$ cat src/rtl/lr_pipe_pkg.sv
// Shared types and widths for the LEGv8 IF/RF pipeline control slice.
package lr_pipe_pkg;

    localparam int unsigned PC_W   = 64;
    localparam int unsigned COND_W = 19;
    localparam int unsigned BR_W   = 26;
    localparam int unsigned REG_W  = 5;
    localparam int unsigned CNT_W  = 2;

    localparam logic [REG_W-1:0] XZR = 5'd31;

    typedef enum logic {
        RUN   = 1'b0,
        STALL = 1'b1
    } pipe_state_t;

    // Decoded fields handed from IF to the RF stage.
    typedef struct packed {
        logic [PC_W-1:0]   pc;
        logic              uncond_br;
        logic              br_taken;
        logic [COND_W-1:0] cond_addr19;
        logic [BR_W-1:0]   br_addr26;
        logic [REG_W-1:0]  rn;
        logic [REG_W-1:0]  rm;
        logic              uses_rm;
    } rf_fields_t;

    function automatic logic reg_dep(input logic [REG_W-1:0] src, input logic [REG_W-1:0] dst);
        return (src == dst);
    endfunction

endpackage

$ cat src/rtl/hazard_detect.sv
// Load-use hazard between the RF-stage sources and the EX-stage load destination.
module hazard_detect
    import lr_pipe_pkg::*;
(
    input  logic             i_rf_valid,
    input  logic             i_ex_load,
    input  logic [REG_W-1:0] i_ex_rd,
    input  logic [REG_W-1:0] i_rn,
    input  logic [REG_W-1:0] i_rm,
    input  logic             i_uses_rm,
    output logic             o_hazard_c
);

    logic w_rn_dep;
    logic w_rm_dep;

    assign w_rn_dep = reg_dep(i_rn, i_ex_rd);
    assign w_rm_dep = i_uses_rm & reg_dep(i_rm, i_ex_rd);

    // XZR is never really written, so a load to it cannot create a dependency.
    assign o_hazard_c = i_rf_valid & i_ex_load & (i_ex_rd != XZR) & (w_rn_dep | w_rm_dep);

endmodule

$ cat src/rtl/if_rf_pipe_ctrl.sv
// RF-side end of the fetch/decode interface: registers IF fields, resolves
// branch redirects and stalls fetch on load-use hazards.
module if_rf_pipe_ctrl
    import lr_pipe_pkg::*;
#(
    parameter bit          DELAY_SLOT   = 1'b1,
    parameter int unsigned STALL_CYCLES = 1
) (
    input  logic              clk,
    input  logic              reset,
    input  logic [PC_W-1:0]   if_pc,
    input  logic              if_UncondBr,
    input  logic              if_BrTaken,
    input  logic [COND_W-1:0] if_CondAddr19,
    input  logic [BR_W-1:0]   if_BrAddr26,
    input  logic [REG_W-1:0]  if_Rn,
    input  logic [REG_W-1:0]  if_Rm,
    input  logic              if_usesRm,
    input  logic              ex_load,
    input  logic [REG_W-1:0]  ex_Rd,
    output logic [PC_W-1:0]   PCRF,
    output logic              BrTakenRF,
    output logic              UncondBrRF,
    output logic [COND_W-1:0] CondAddr19RF,
    output logic [BR_W-1:0]   BrAddr26RF,
    output logic [REG_W-1:0]  Rn_rf,
    output logic [REG_W-1:0]  Rm_rf,
    output logic              rf_valid,
    output logic              ex_valid,
    output logic              pc_hold
);

    localparam logic [CNT_W-1:0] CNT_LOAD = CNT_W'(STALL_CYCLES - 1);

    rf_fields_t        r_fields;
    rf_fields_t        w_if_fields;
    logic              r_rf_valid;
    pipe_state_t       r_state;
    pipe_state_t       w_state_nxt;
    logic [CNT_W-1:0]  r_cnt;
    logic [CNT_W-1:0]  w_cnt_nxt;
    logic              w_hazard;
    logic              w_pc_hold;
    logic              w_br_taken;
    logic              w_squash;

    assign w_if_fields = '{
        pc:          if_pc,
        uncond_br:   if_UncondBr,
        br_taken:    if_BrTaken,
        cond_addr19: if_CondAddr19,
        br_addr26:   if_BrAddr26,
        rn:          if_Rn,
        rm:          if_Rm,
        uses_rm:     if_usesRm
    };

    hazard_detect u_hazard_detect (
        .i_rf_valid (r_rf_valid),
        .i_ex_load  (ex_load),
        .i_ex_rd    (ex_Rd),
        .i_rn       (r_fields.rn),
        .i_rm       (r_fields.rm),
        .i_uses_rm  (r_fields.uses_rm),
        .o_hazard_c (w_hazard)
    );

    // Redirect fires only as the branch leaves RF, so a stalled branch waits.
    assign w_br_taken = r_rf_valid & r_fields.br_taken & ~w_pc_hold;
    assign w_squash   = w_br_taken & ~DELAY_SLOT;

    // RF register bank; frozen while fetch is held.
    always_ff @(posedge clk or negedge reset) begin
        if (!reset) begin
            r_fields   <= '0;
            r_rf_valid <= 1'b0;
        end else if (!w_pc_hold) begin
            r_fields   <= w_if_fields;
            r_rf_valid <= ~w_squash;
        end
    end

    always_ff @(posedge clk or negedge reset) begin
        if (!reset) begin
            r_state <= RUN;
            r_cnt   <= '0;
        end else begin
            r_state <= w_state_nxt;
            r_cnt   <= w_cnt_nxt;
        end
    end

    // Hazard is sampled only in RUN so one hazard costs exactly STALL_CYCLES bubbles.
    always_comb begin
        w_state_nxt = r_state;
        w_cnt_nxt   = r_cnt;
        w_pc_hold   = 1'b0;
        case (r_state)
            RUN: begin
                if (w_hazard) begin
                    w_state_nxt = STALL;
                    w_cnt_nxt   = CNT_LOAD;
                    w_pc_hold   = 1'b1;
                end
            end
            STALL: begin
                if (r_cnt == '0) begin
                    w_state_nxt = RUN;
                end else begin
                    w_cnt_nxt = r_cnt - CNT_W'(1);
                    w_pc_hold = 1'b1;
                end
            end
        endcase
    end

    assign PCRF         = r_fields.pc;
    assign UncondBrRF   = r_fields.uncond_br;
    assign CondAddr19RF = r_fields.cond_addr19;
    assign BrAddr26RF   = r_fields.br_addr26;
    assign Rn_rf        = r_fields.rn;
    assign Rm_rf        = r_fields.rm;
    assign rf_valid     = r_rf_valid;
    assign BrTakenRF    = w_br_taken;
    assign pc_hold      = w_pc_hold;
    assign ex_valid     = r_rf_valid & ~w_pc_hold;

endmodule
$ cat config.mk
export PLATFORM = sky130hd
export DESIGN_NAME = if_rf_pipe_ctrl
export DESIGN_NICKNAME = d
export VERILOG_FILES = /design/src/rtl/lr_pipe_pkg.sv /design/src/rtl/hazard_detect.sv /design/src/rtl/if_rf_pipe_ctrl.sv
export SDC_FILE = /design/constraint.sdc
export NUM_CORES = 1
export LEC_CHECK = 0
export CORE_ASPECT_RATIO = 1.25
export CORE_MARGIN = 2
export CORE_UTILIZATION = 30
export CTS_CLUSTER_SIZE = 40
export DETAILED_ROUTE_END_ITERATION = 10
export GPL_ROUTABILITY_DRIVEN = 0
export RECOVER_POWER = 100
export SLEW_MARGIN = 20
export SYNTH_ARGS = -nofsm -noshare
export SYNTH_HDL_FRONTEND = slang
export SYNTH_SLANG_ARGS = --single-unit
$ cat constraint.sdc
create_clock -name clk -period 1.89 [get_ports clk]
set_input_delay 0.378 -clock clk [delete_from_list [all_inputs] [get_ports clk]]
set_output_delay 0.378 -clock clk [all_outputs]
set_load 0.01 [all_outputs]
==> results.md <==
* Die Wd at between 100 and 150 um
* Ys async rst share at 100%
* Number of global-route vias before repair at approximately 4000
* Synth Instances at about 400
* PwrDens at around 830 nW/um2
* R2R setup slack at -0.43 ns
* Top_reg_cell synth: dfrtp_1
* Yosys reg bits at approximately 130
* Drc violations at 0
* Peak supply drop at 0.508 mV
* Placement Cell Area at 7830 um2
* DR top layer: met4
* Clock Tree Buf Depth at 2
* Final setup fails at roughly 130
* Pin count of the biggest net entering global routing at 52
* Final WS setup at -0.438 ns
* CTS Buf Count at 17
* Yosys top cell area share at 55.1%
* Initial DRT Pass Iterations at 4
* Skew final at 0.00871 ns
* Grt total ovfl at 0
* LEAKAGE at 3.67 nW
* Hold WS at roughly 0.47 ns
* Final-report max-slew violation count at 0
* Worst R2R Start: Rm_rf[2]
* Clock Pin Slew Worst Setup and Hold Paths at 0.06 ns
* Total Nets Final at 723
* H-Tree Depth at 4
* Hold Path Sink: r_cnt[0]
* Netlist cell types at 23
* Unrepaired setup endpoints after global routing: true
* Tmin final at about 2.3 ns
* Slew margin rel. at between 30% and 40%
* Failing checks: negative setup slack
* # rows at 56
* Via density at ~4.2
* Full die area at about 20000 um2
* Antenna Nets Post-Route at 0
* Hold Vio Cnt, Final at 0
* Worst Path Required at around 1.5 ns
* Sink Count at approximately 130
* Syn_nets at between 500 and 600
* Most frequent CP cell: buf_6
* Status: finished with violations
* Worst stage delay on the critical path at 0.38 ns
* Design area at roughly 9000 um2
* Critical-path top delay cell: dfrtp_1
* # Max-Cap Violations at 0
* Layout area overhead at 54.9%
* Port Buffer Count at roughly 250
* Ant. Diodes at 0
* Reg2Reg Depth at 9
* Total Wirelength at ~14000 um
* Hold depth at 1
* Chip Height at 158 um
* Latest clock arrival within the worst-skew pair at approximately 0.4 ns
* Met2 wire len at around 7700 um
* Period utilization at 123%
* Commonest non-fill, non-tap cells in the layout: clkdlybuf4s50_1 (136), dfrtp_1 (126), dlygate4sd3_1 (111)
* Routed vias at around 3600
* CP Capture Type: output pin
* DR WL met3 at approximately 1100 um
* Setup tns final at -47.81 ns
* Synth Warn # at 0
* DP Wirelength at 9940 um
* F_max at 0.430 GHz
* CP cell instances: xor2_1 -> nor4_2 -> a32oi_2 -> o21ai_4 -> buf_6 -> nor2_4 -> buf_6
* Global-route wire length before repair at roughly 21000 um
* Core box area at about 19000 um2
* Mapped Area at 5720 um2
* Met1 WL at 5180 um
* Crit Path Class: register to output pin
* Worst Setup Start Kind: register
* Initial antenna violation count at 0
* Post-synthesis sequential area ratio at around 55%
* Initial core utilization at ~31%
* Worst R2R End: CondAddr19RF[10]
* Max FO, Critical Path at 3
* Ports at ~250
* Clock root cell: clkbuf_16
* Commonest non-fill, non-tap cell in the layout: clkdlybuf4s50_1
* CTS tree: built
* Worst slew pin tran at 1.01 ns
* Post-synth EDFFs at 0
* Syn avg cell area at ~14 um2
* Worst Hold Class: register to register
* DRT iter0 DRCs at 84
* Hold path startpoint: r_cnt[0]
* Routed length per placed instance at ~17 um
* Synth area leaders: dfrtp_1 (55%), mux2_2 (17%), buf_4 (16%)
* Post-synth top area cell: dfrtp_1
* Global Route Usage Sum at a little over an eighth
* CP arrival at 1.95 ns
* Share of cells above drive strength 1 at 26.9%
## how the worst max path moves through the flow
stage | start | to | depth (start not counted)
2_1_floorplan | ex_Rd[1] | PCRF[26] | 7
3_3_place_gp | ex_Rd[1] | pc_hold | 6
3_5_place_dp | ex_Rd[1] | pc_hold | 6
4_1_cts | Rm_rf[2] | BrTakenRF | 7
5_1_grt | Rm_rf[2] | BrTakenRF | 7
6_report | Rm_rf[2] | BrTakenRF | 7
## worst max-delay path, delay by kind of cell (launching register included)
family,cells,cell delay (ns)
and+or+nand+nor,2,0.34
xor gates and xnor gates,1,0.15
AOI/OAI and AO/OA,2,0.40
buffers and inverters,2,0.25
DFF,1,0.38
## layer usage
metal | track usage, % | vias up
li1 | - | 1637
met1 | 14.1 | 1740
met2 | 24.2 | 154
met3 | 5.48 | 25
met4 | 5.65 | 0
met5 | 0 | -
## Yosys cell counts (2+ instances only)
cell type and n:
buf_2 8, buf_4 120, buf_6 4, dfrtp_1 126, inv_1 3, mux2_1 36, mux2_2 86, nand2b_1 2
nor2_1 3, xor2_1 9
## registers in the layout, indices dropped and copies added (netlist names)
signal,flops
r_fields,2
CondAddr19RF,19
UncondBrRF,1
BrAddr26RF,26
rf_valid,1
PCRF,64
Rm_rf,5
r_state,1
Rn_rf,5
r_cnt,2
## logic make-up (layout without fill, tap and decap cells)
family                     after synthesis  after routing  synth area share [%]
adders and majority gates                1              1                 0.219
muxes                                  123            123                  24.2
xor gates and xnor gates                10             10                  1.53
AOI/OAI and AO/OA                        4              4                 0.525
and+or+nand+nor                         11             11                  1.03
buffers and inverters                  135            330                  17.4
DFF                                    126            126                  55.1
## stage by stage
stage | power, mW | instances | setup slack, ns | util [%]
after floorplan | 3.54 | 410 | -0.0468 | -
after global placement | 4.07 | 788 | -0.945 | 41.9
after detailed placement | 4.09 | 788 | -0.949 | 41.9
after CTS | 7.50 | 827 | -0.462 | 46.0
after global routing | 7.67 | 837 | -0.523 | 47.4
final | 7.35 | 837 | -0.438 | 47.4
## area by class of cell
| type | count | area, um2 |
|---|---|---|
| flip-flops and latches | 126 | 3150 |
| clock buffers | 21 | 460 |
| fillers | 1629 | 9840 |
| inverters | 3 | 11.3 |
| multi-input cells | 149 | 1660 |
| repair buffers | 295 | 3150 |
| clock inverters | 11 | 140 |
| well taps | 232 | 290 |
## report_power, final
group	internal, mW	total (mW)	leakage [nW]	switching [mW]
clock	2.13	3.31	0.297	1.18
combinational	0.696	1.08	1.91	0.382
sequential	2.87	2.96	1.47	0.0832
## what timing repair did
| action | 4_1_cts | 5_1_grt |
|---|---|---|
| buffers inserted | 3 | 1 |
| endpoints found under the setup margin | 127 | 127 |
| hold buffers | 1 | 0 |
| pin swaps | 4 | 0 |
| hold endpoints to repair | 14 | 0 |
| resized for setup | 34 | 19 |
| cloned | 3 | 9 |
(Power assumes the default switching activity.)
